File: config.mk
export PLATFORM = sky130hd
export DESIGN_NAME = im_loader
export DESIGN_NICKNAME = d
export VERILOG_FILES = /design/src/rtl/im_loader.sv
export SDC_FILE = /design/constraint.sdc
export NUM_CORES = 1
export LEC_CHECK = 0
export ABC_AREA = 1
export CAP_MARGIN = 30
export CORE_MARGIN = 10
export CORE_UTILIZATION = 30
export DETAILED_ROUTE_END_ITERATION = 6
export HOLD_SLACK_MARGIN = 0.03
export SETUP_SLACK_MARGIN = 0.2
export SYNTH_ARGS = -nofsm -noshare
export SYNTH_HDL_FRONTEND = slang
export SYNTH_SLANG_ARGS = --single-unit
export TNS_END_PERCENT = 50
File: constraint.sdc
create_clock -name clk -period 2.1 [get_ports clk]
set_clock_uncertainty 0.1 [all_clocks]
set_input_delay 0.42 -clock clk [delete_from_list [all_inputs] [get_ports clk]]
set_output_delay 0.42 -clock clk [all_outputs]
set_load 0.1 [all_outputs]
File: src/rtl/im_loader.sv
// Instruction memory loader: packs a big-endian byte stream into 32-bit words and writes them.
// Optional trailing XOR checksum byte is enabled by defining IM_LOADER_CKSUM_EN.
module im_loader #(
  parameter logic [31:0] BASE_ADDR = 32'h0000_0000,
  parameter int unsigned MAX_WORDS = 256
) (
  input  logic        clk,
  input  logic        rst_n,
  input  logic        start,
  input  logic [7:0]  in_data,
  input  logic        in_valid,
  output logic        in_ready,
  output logic        im_we,
  output logic [31:0] im_addr,
  output logic [31:0] im_wdata,
  output logic        busy,
  output logic        done,
  output logic        err,
  output logic [15:0] words_loaded,
  output logic        cpu_hold
);

`ifdef IM_LOADER_CKSUM_EN
  typedef enum logic [2:0] {StIdle, StHdr, StData, StWr, StDone, StErr, StCksum} state_e;
  localparam state_e StFinish = StCksum;
`else
  typedef enum logic [2:0] {StIdle, StHdr, StData, StWr, StDone, StErr} state_e;
  localparam state_e StFinish = StDone;
`endif

  state_e      state_q, state_d;
  logic [1:0]  byte_cnt_q, byte_cnt_d;
  logic [31:0] shift_q, shift_d;
  logic [15:0] count_q, count_d;
  logic [15:0] words_q, words_d;
  logic [31:0] addr_q, addr_d;
  logic [15:0] hdr_n;
  logic        hs;
`ifdef IM_LOADER_CKSUM_EN
  logic [7:0]  cksum_q, cksum_d;
`endif

  assign hs    = in_valid && in_ready;
  assign hdr_n = {count_q[15:8], in_data};

  always_comb begin
    state_d    = state_q;
    byte_cnt_d = byte_cnt_q;
    shift_d    = shift_q;
    count_d    = count_q;
    words_d    = words_q;
    addr_d     = addr_q;
`ifdef IM_LOADER_CKSUM_EN
    cksum_d    = cksum_q;
`endif
    unique case (state_q)
      StIdle, StDone, StErr: begin
        if (start) begin
          state_d    = StHdr;
          byte_cnt_d = 2'd0;
          shift_d    = 32'h0;
          count_d    = 16'h0;
          words_d    = 16'h0;
          addr_d     = BASE_ADDR;
`ifdef IM_LOADER_CKSUM_EN
          cksum_d    = 8'h00;
`endif
        end
      end
      StHdr: begin
        if (hs) begin
          if (byte_cnt_q == 2'd0) begin
            count_d    = {in_data, 8'h00};
            byte_cnt_d = 2'd1;
          end else begin
            count_d    = hdr_n;
            byte_cnt_d = 2'd0;
            if (hdr_n == 16'h0) begin
              state_d = StFinish;
            end else if ({16'h0, hdr_n} > MAX_WORDS) begin
              state_d = StErr;
            end else begin
              state_d = StData;
            end
          end
        end
      end
      StData: begin
        if (hs) begin
          shift_d    = {shift_q[23:0], in_data};
          byte_cnt_d = byte_cnt_q + 2'd1;
`ifdef IM_LOADER_CKSUM_EN
          cksum_d    = cksum_q ^ in_data;
`endif
          if (byte_cnt_q == 2'd3) begin
            state_d = StWr;
          end
        end
      end
      StWr: begin
        words_d = words_q + 16'd1;
        addr_d  = addr_q + 32'd4;
        state_d = (words_q + 16'd1 == count_q) ? StFinish : StData;
      end
`ifdef IM_LOADER_CKSUM_EN
      StCksum: begin
        if (hs) begin
          state_d = (in_data == cksum_q) ? StDone : StErr;
        end
      end
`endif
      default: state_d = StIdle;
    endcase
  end

  always_ff @(posedge clk or negedge rst_n) begin
    if (!rst_n) begin
      state_q    <= StIdle;
      byte_cnt_q <= 2'd0;
      shift_q    <= 32'h0;
      count_q    <= 16'h0;
      words_q    <= 16'h0;
      addr_q     <= BASE_ADDR;
`ifdef IM_LOADER_CKSUM_EN
      cksum_q    <= 8'h00;
`endif
    end else begin
      state_q    <= state_d;
      byte_cnt_q <= byte_cnt_d;
      shift_q    <= shift_d;
      count_q    <= count_d;
      words_q    <= words_d;
      addr_q     <= addr_d;
`ifdef IM_LOADER_CKSUM_EN
      cksum_q    <= cksum_d;
`endif
    end
  end

  // Checksum wait is still part of the load, so the CPU stays held there.
`ifdef IM_LOADER_CKSUM_EN
  assign in_ready = (state_q == StHdr) || (state_q == StData) || (state_q == StCksum);
  assign busy     = (state_q == StHdr) || (state_q == StData) || (state_q == StWr) ||
                    (state_q == StCksum);
`else
  assign in_ready = (state_q == StHdr) || (state_q == StData);
  assign busy     = (state_q == StHdr) || (state_q == StData) || (state_q == StWr);
`endif

  assign im_we        = (state_q == StWr);
  assign im_addr      = addr_q;
  assign im_wdata     = shift_q;
  assign done         = (state_q == StDone);
  assign err          = (state_q == StErr);
  assign words_loaded = words_q;
  assign cpu_hold     = busy;

endmodule

==> results of run 1 <==
## layout by cell type, fill, tap and decap left out, types with 11 or more instances in the layout
master / n
dfrtp_4: 16
dfrtp_2: 22
nor2_1: 35
buf_4: 119
a21oi_1: 15
nand3_1: 95
buf_12: 41
o21ai_1: 36
nand4_1: 17
inv_1: 108
nand2_2: 20
nor2_2: 12
nor2_4: 15
o21ai_0: 29
o22ai_1: 17
dfrtp_1: 61
clkbuf_16: 11
nand2_1: 137
## stage by stage
stage	instances	hold WS, ps
2_1_floorplan	717	24.4
3_3_place_gp	1057	294
3_5_place_dp	1057	302
4_1_cts	1100	402
5_1_grt	1121	412
6_report	1121	387
## critical path, delay by kind of cell (launching register included)
kind / cells / cell delay [ps]
simple gates: 10 / 850
flops: 1 / 510
fa+ha+maj: 1 / 290
buf+inv: 1 / 120
xor+xnor: 1 / 100
## layer usage
| layer | GRT usage | up-vias | part of all wire | wire, µm |
|---|---|---|---|---|
| met5 | 0 | - | 0 | 0 |
| met3 | 0.0404 | 14 | 0.062 | 1060 |
| met1 | 0.177 | 2536 | 0.45 | 7720 |
| met2 | 0.214 | 141 | 0.48 | 8080 |
| li1 | - | 2715 | - | - |
| met4 | 0.0306 | 0 | 0.0080 | 136 |
## sequential cells by signal (all words and copies together), names as in the netlist
| signal | count |
|---|---|
| im_wdata | 32 |
| im_addr | 30 |
| count_q | 16 |
| words_loaded | 16 |
| state_q | 3 |
| byte_cnt_q | 2 |
## worst max-delay path by stage
stage                       to       startpoint  slack [ps]  cells after the start
finish              state_q[2]  words_loaded[0]          80                     13
global route        state_q[1]  words_loaded[0]         -70                     13
detailed placement  state_q[1]       in_data[0]         -30                     12
floorplan                 done       state_q[2]        -140                      2
global placement    count_q[2]         in_valid        -0.7                      8
CTS                        err       state_q[1]         150                      3
## power by group through the flow
stage	sequential, µW	combinational [µW]	clock [µW]
2_1_floorplan	2920	2020	0
3_3_place_gp	2420	3740	0
3_5_place_dp	2420	3760	0
4_1_cts	2370	3980	1800
5_1_grt	2430	4910	1870
6_report	2390	4550	1760
## layout make-up
class	instances	area [µm²]
clock buffer	9	225
clock inverter	7	81.3
fill	1675	9130
inverter	117	460
multi-input combinational	482	2700
sequential	99	2560
tap	225	282
timing repair buffer	182	1980
## cells by family after synthesis
family          count (synthesis)
xor+xnor                        3
flops                          99
other cells                     1
mux                             2
fa+ha+maj                       4
buf+inv                       137
compound gates                113
simple gates                  357
## repair_timing
item / CTS / global route
hold endpoints to repair: 30 / 0
gates cloned: 1 / 4
setup buffers: 25 / 17
pin swaps: 14 / 33
resized for setup: 29 / 71
endpoints found under the setup margin: 42 / 77
hold buffers: 1 / 0
==> run metrics, run 1 <==
top post-synthesis cells by area=dfrtp_1 46%, nand2_1 11%, nand3_1 9.5%; Antenna Nets Post-Route=0; Setup Viol. Count Final=0; Slew Limit Fails=0; most frequent cell after synthesis=nand2_1; nets@finish=907; critical setup path kind=reg2reg; slowest cell delay on critical path=510 ps; clock power share=0.202; Critical Path End Type=flop; vias in the first global route=5025; Seq/Total Area, Yosys=0.463; setup ws final=82.2 ps; Port Buffers=95; r2r endpoint=state_q[2]; Residual DRC=0; CTS max path bufs=2; via count=5406; Final Util=0.476; Initial Utilization=0.307; All-Layer GR Usage=0.135; first-pass GRT wire length=26500 µm; main combinational cell family by area after synthesis=simple AND/OR/NAND/NOR gates; Post-synth EDFFs=0; NetSw=3910 µW; compound-gate portion of the synthesized area=0.118; max-cap viol count=0; Horiz. Die Dim=154 µm; Max Clk Rate=0.496 GHz; hold wc startpoint=im_addr[14]; Design Area, Final=8290 µm²; clk slew on worst S/H paths=70 ps; ys flop type=dfrtp_1; part of the cycle the worst path needs=0.961; hold depth=1; Area after DPL=7240 µm²; Leak Pwr=0.00368 µW; Place WS=-31.9 ps; initial antenna violation count=0; I/O pin total=98; #FFs+latches synth=99; cts bufs inserted=9; Avg Cell Area, Syn=7.48 µm²; Final HPWL DP=12100 µm; final WL=17000 µm; drt via density=4.82; Int Power=4790 µW; Most common cell on crit path=nand2_1; crit-path cells=ha_4 -> xnor2_2 -> nand2_1 -> nor2_2 -> buf_4 -> nand2_2 -> nor2_2 -> nand3_1 -> nor2_1 -> nand3_1 -> nand2_1 -> nand2_1 -> nand2_1; routability congestion estimate=0.851; slowest CP cell=dfrtp_4; DR WL/cell=15.2 µm; gr ovfl total=0; simple-gate area share of the yosys netlist=0.300; Data required, critical path=2300 ps; Synth area leader=dfrtp_1; outcome=completed; RSZ-0062 raised after global routing=true; CP Launch Type=flop; maximum vdd ir drop=0.551 mV; CTS Root Cell=clkbuf_16; CTS tree=built; share of layout cells above drive strength 1=0.349; pin count of the biggest net entering global routing=65; ant diodes=0; Seq pwr share=0.275; Max Fanout on Critical Path=4; Hold WC Path Type=reg2reg; Iteration-0 DRC Markers=362; synthesized-area fraction occupied by adder cells=0.00935; R2R setup slack=80 ps; mux contribution to synthesized area=0.00374; Commonest cells post-synth=157 x nand2_1, 114 x inv_1, 102 x nand3_1; FP Rows=48; synthesized cell area=5360 µm²; Area growth, synth to finish=54.8%; core area=17400 µm²; die area=23600 µm²; Sw Ratio=0.449; final setup TNS=0 ps; R2R Path Start=words_loaded[0]; CTS Sinks=99; Data arrival, critical path=2210 ps; Design Power=8700 µW; xor/xnor share of the synthesized area=0.00491; Cells after Synth=716; number of H-tree levels=3; Pre-antenna DRT Iters=5; fin crit period=2020 ps; power share of the combinational group=0.523; asr flop ratio synth=1.00; Netlist cell types=35; power density cells=1050 nW/µm²; Worst R2R Path Depth=13; Synth top area share=0.463; die height=154 µm; Hold EP=im_addr[14]; clk_lat worst skew=360 ps; Ys Warns=0; final-report hold violation count=0
Note: power is estimated with default switching activity, not from simulation.
==> run 2, diff against run 1 <==
- DONT_BUFFER_PORTS: not set -> 1
==> run metrics, run 2 (synthesis results as in run 1) <==
CP Launch Type=flop (unchanged); CTS tree=built (unchanged); Initial Utilization=0.307 (unchanged); Iteration-0 DRC Markers=562 (was 362); CTS max path bufs=2 (unchanged); Port Buffers=0 (was 95); first-pass GRT wire length=26200 µm (was 26500 µm); cts bufs inserted=9 (unchanged); die area=23600 µm² (unchanged); FP Rows=48 (unchanged); Data arrival, critical path=2130 ps (was 2210 ps); share of layout cells above drive strength 1=0.322 (was 0.349); CTS Root Cell=clkbuf_16 (unchanged); power density cells=1100 nW/µm² (was 1050 nW/µm²); final WL=16800 µm (was 17000 µm); maximum vdd ir drop=0.652 mV (was 0.551 mV); power share of the combinational group=0.512 (was 0.523); final setup TNS=0 ps (unchanged); fin crit period=1980 ps (was 2020 ps); Area growth, synth to finish=39.9% (was 54.8%); max-cap viol count=0 (unchanged); outcome=finished with violations (was completed); Antenna Nets Post-Route=0 (unchanged); clk slew on worst S/H paths=80 ps (was 70 ps); Critical Path End Type=flop (unchanged); Sw Ratio=0.462 (was 0.449); All-Layer GR Usage=0.135 (about the same); DR WL/cell=15.7 µm (was 15.2 µm); I/O pin total=98 (unchanged); Worst R2R Path Depth=15 (was 13); commonest non-fill, non-tap cell in the layout=nand2_1 (unchanged); Leak Pwr=0.00339 µW (was 0.00368 µW); Final HPWL DP=11600 µm (was 12100 µm); slowest CP cell=dfrtp_4 (unchanged); clock power share=0.200 (was 0.202); part of the cycle the worst path needs=0.941 (was 0.961); Horiz. Die Dim=154 µm (unchanged); nets@finish=858 (was 907); Max Fanout on Critical Path=4 (unchanged); Most common cell on crit path=nand2_1 (unchanged); R2R Path Start=words_loaded[0] (unchanged); Fin Hold WS=-346 ps (was 387 ps); Setup Viol. Count Final=0 (unchanged); leading cell types in the layout, fill and taps excluded=138 x nand2_1, 112 x buf_4, 106 x inv_1 (was 137 x nand2_1, 119 x buf_4, 108 x inv_1); max reg flops=32 (unchanged); Max Clk Rate=0.506 GHz (was 0.496 GHz); number of H-tree levels=3 (unchanged); Int Power=4410 µW (was 4790 µW); pin count of the biggest net entering global routing=100 (was 65); crit-path cells=ha_4 -> nand2_4 -> nand2_2 -> nand2_1 -> nand2_1 -> nor2_2 -> nand3_1 -> nor2_1 -> nand2_1 -> nor2_2 -> nand3_1 -> nand2_1 -> nand2_1 -> nand2_1 -> nand2_1 (was ha_4 -> xnor2_2 -> nand2_1 -> nor2_2 -> buf_4 -> nand2_2 -> nor2_2 -> nand3_1 -> nor2_1 -> nand3_1 -> nand2_1 -> nand2_1 -> nand2_1); Fillers=1717 (was 1675); vias in the first global route=4929 (was 5025); via count=5177 (was 5406); die height=154 µm (unchanged); gr ovfl total=0 (unchanged); ant diodes=0 (unchanged); Hold WC Path Type=in2async (was reg2reg); routability congestion estimate=0.845 (was 0.851); drt via density=4.83 (was 4.82); failing checks=hold timing; CTS Sinks=99 (unchanged); R2R setup slack=120 ps (was 80 ps); Residual DRC=0 (unchanged); Pre-antenna DRT Iters=5 (unchanged); NetSw=3800 µW (was 3910 µW); RSZ-0062 raised after global routing=true (unchanged); clk_lat worst skew=360 ps (about the same); Data required, critical path=2250 ps (was 2300 ps); slowest cell delay on critical path=520 ps (was 510 ps); Seq pwr share=0.287 (was 0.275); final-report hold violation count=99 (was 0); core area=17400 µm² (unchanged); r2r endpoint=state_q[1] (was state_q[2]); Slew Limit Fails=0 (unchanged); critical setup path kind=reg2reg (unchanged); initial antenna violation count=0 (unchanged); Design Power=8210 µW (was 8700 µW)
run 2: changes by cell type in the layout (fill, tap and decap cells not counted), moves of 2 or more:
cell,change
buf_12,-34
clkdlybuf4s50_1,-10
buf_4,-7
nand2_2,-4
inv_2,+3
nand2_4,+3
inv_1,-2
inv_6,-2
nand3_1,-2
nand3_2,+2
run 2: worst max-delay path: cells and delay by family, from the launching register on:
kind | cells | cell delay, ps
simple gates | 14 | 1070
flops | 1 | 520
fa+ha+maj | 1 | 190
run 2: worst max path at each step:
stage | cells after the start | endpoint | startpoint | slack [ps]
2_1_floorplan | 2 | done | state_q[2] | -140
3_3_place_gp | 14 | state_q[1] | words_loaded[1] | 90
3_5_place_dp | 10 | im_addr[30] | im_addr[2] | 80
4_1_cts | 15 | state_q[1] | words_loaded[0] | 140
5_1_grt | 10 | im_addr[30] | im_addr[3] | -30
6_report | 15 | state_q[1] | words_loaded[0] | 120
run 2: layer usage:
metal  share of wire  track usage  up-vias  wire length (µm)
li1                -            -     2610                 -
met1            0.44        0.174     2400              7430
met2            0.47        0.207      147              7920
met3           0.072       0.0404       20              1210
met4           0.017       0.0499        0               278
met5               0            0        -                 0
run 2: timing repair:
| action | 4_1_cts | 5_1_grt |
|---|---|---|
| gates cloned | 2 | 3 |
| endpoints found under the setup margin | 77 | 93 |
| setup buffers | 20 | 13 |
| hold endpoints to repair | 99 | 99 |
| pin swaps | 16 | 43 |
| gates resized for setup | 38 | 62 |
run 2: metrics by stage:
stage	hold WS, ps	std cells	cell area (µm²)	utilization	worst slack, ps
floorplan	24.4	717	5540	-	-143
global placement	31.2	1018	6490	0.372	85.1
detailed placement	30.3	1018	6490	0.372	76.9
CTS	-361	1056	7130	0.409	136
global route	-358	1072	7490	0.430	-28.4
finish	-346	1072	7490	0.430	124
run 2: power by group through the flow:
stage / Sequential, µW / Combinational (µW) / Clock (µW)
after global placement: 2370 / 3390 / 0
after detailed placement: 2380 / 3400 / 0
after CTS: 2350 / 3860 / 1700
after floorplan: 2920 / 2020 / 0
final: 2360 / 4210 / 1640
after global routing: 2380 / 4530 / 1760
run 2: area by class of cell:
type                            count  area, µm²  share of cell area
Multi-Input combinational cell    482       2700               0.361
Sequential cell                    99       2560               0.342
Timing Repair Buffer              133       1200               0.161
Inverter                          117        455              0.0608
Tap cell                          225        282              0.0376
Clock buffer                        9        225              0.0301
Clock inverter                      7       58.8             0.00785
==> run 3, diff against run 2 <==
- PLACE_DENSITY: not set -> 0.52
==> run metrics, run 3 (synthesis results as in run 1) <==
All-Layer GR Usage=0.140 (was 0.135); first-pass GRT wire length=27200 µm (was 26200 µm); Initial Utilization=0.307 (unchanged); I/O pin total=98 (unchanged); DR WL/cell=15.8 µm (was 15.7 µm); part of the cycle the worst path needs=0.979 (was 0.941); Placed Cells=1019 (was 1018); initial antenna violation count=0 (unchanged); ant diodes=0 (unchanged); Horiz. Die Dim=154 µm (unchanged); clk_lat worst skew=350 ps (was 360 ps); CP Launch Type=flop (unchanged); sequential cell area=2560 µm² (about the same); die height=154 µm (unchanged); Final Util=0.429 (was 0.430); drt via density=4.80 (was 4.83); max reg flops=32 (unchanged); die area=23600 µm² (unchanged); Port Buffers=0 (unchanged); via count=5148 (was 5177); RSZ-0062 raised after global routing=true (unchanged); outcome=finished with violations (unchanged); Fin Hold WS=-334 ps (was -346 ps); Worst R2R Path Depth=15 (unchanged); Area growth, synth to finish=39.6% (was 39.9%); Max Fanout on Critical Path=5 (was 4); Max Clk Rate=0.486 GHz (was 0.506 GHz); nets@finish=859 (was 858); final-report hold violation count=99 (unchanged); Iteration-0 DRC Markers=333 (was 562); commonest non-fill, non-tap cell in the layout=nand2_1 (unchanged); Setup Viol. Count Final=0 (unchanged); gr ovfl total=0 (unchanged); Final HPWL DP=11900 µm (was 11600 µm); pin count of the biggest net entering global routing=100 (unchanged); Antenna Nets Post-Route=0 (unchanged); share of layout cells above drive strength 1=0.328 (was 0.322); power density cells=1080 nW/µm² (was 1100 nW/µm²); leading cell types in the layout, fill and taps excluded=140 x nand2_1, 115 x buf_4, 106 x inv_1 (was 138 x nand2_1, 112 x buf_4, 106 x inv_1); cts bufs inserted=9 (unchanged); Hold WC Path Type=in2async (unchanged); CTS max path bufs=2 (unchanged); Residual DRC=0 (unchanged); clk slew on worst S/H paths=80 ps (about the same); fin crit period=2060 ps (was 1980 ps); final WL=17000 µm (was 16800 µm); Critical Path End Type=flop (unchanged); Pre-antenna DRT Iters=5 (unchanged); core area=17400 µm² (unchanged); Data required, critical path=2240 ps (was 2250 ps); fin cells=1073 (was 1072); vias in the first global route=5031 (was 4929); number of H-tree levels=3 (unchanged); Slew Limit Fails=0 (unchanged); maximum vdd ir drop=0.584 mV (was 0.652 mV); critical setup path kind=reg2reg (unchanged); Fillers=1779 (was 1717); Leak Pwr=0.00335 µW (was 0.00339 µW); max-cap viol count=0 (unchanged); FP Rows=48 (unchanged); CTS Root Cell=clkbuf_16 (unchanged); area of the multi-input gates=2730 µm² (was 2700 µm²); CTS Sinks=99 (unchanged); routability congestion estimate=0.812 (was 0.845); CTS tree=built (unchanged); Data arrival, critical path=2200 ps (was 2130 ps); failing checks=hold timing (unchanged)
==> run 3: worst paths after layout <==
kind | from | end | slack [ps]
worst max-delay path | words_loaded[0] | state_q[1] | 40
worst min-delay path | rst_n | words_loaded[10] | -330
worst max register to register | words_loaded[0] | state_q[1] | 40
worst min register to register | byte_cnt_q[1] | byte_cnt_q[1] | 440
max in group asynchronous | rst_n | words_loaded[7] | 2050
min in group clk | in_data[0] | im_wdata[0] | 120
==> run 3: layout make-up <==
class / instances / share of cell area
Multi-Input combinational cell: 482 / 0.365
Sequential cell: 99 / 0.343
Timing Repair Buffer: 134 / 0.156
Inverter: 117 / 0.0613
Tap cell: 225 / 0.0377
Clock buffer: 14 / 0.0353
Clock inverter: 2 / 0.00167
==> run 3: metrics by stage <==
step	power, µW	instance area, µm²	TNS (ps)	hold WS [ps]	worst slack, ps
after CTS	7810	7080	0	-356	91.2
after floorplan	4940	5540	-288	24.4	-143
after global placement	5800	6490	0	29.5	13.8
after global routing	8560	7470	-225	-354	-145
after detailed placement	5810	6490	-0.158	29.1	-0.158
final	8040	7470	0	-334	44.1
==> run 3: power by group <==
part / switching (µW) / internal [µW] / leakage, µW / total, µW
clock network: 740 / 870 / 0.000133 / 1610
logic: 2770 / 1310 / 0.00191 / 4080
registers: 195 / 2160 / 0.00130 / 2350
total: 3710 / 4340 / 0.00335 / 8040
==> run 3: critical path, cell delays in order, from the launching register on <==
cell and delay [ps]:
dfrtp_4 460, ha_4 170, nand2_4 80, nor2_4 190, buf_6 140, nand3_4 70
nand3_2 80, nand2_1 50, nor2_1 100, nand2_1 60, nor2_1 90, nand3_1 120
nand2_1 90, nand2_1 60, nand2_1 60, nand2_1 40
==> run 3: layer usage <==
layer	global-route usage	wire (µm)	vias up
met5	0	0	-
met4	0.0423	241	0
met3	0.0463	1260	17
met2	0.227	8070	120
met1	0.173	7410	2405
li1	-	-	2606
==> run 3: repair_timing <==
| action | 4_1_cts | 5_1_grt |
|---|---|---|
| gates cloned | 2 | 0 |
| endpoints found under the setup margin | 55 | 94 |
| hold endpoints to repair | 99 | 99 |
| resized for setup | 34 | 68 |
| setup buffers | 21 | 15 |
| pin swaps | 16 | 30 |
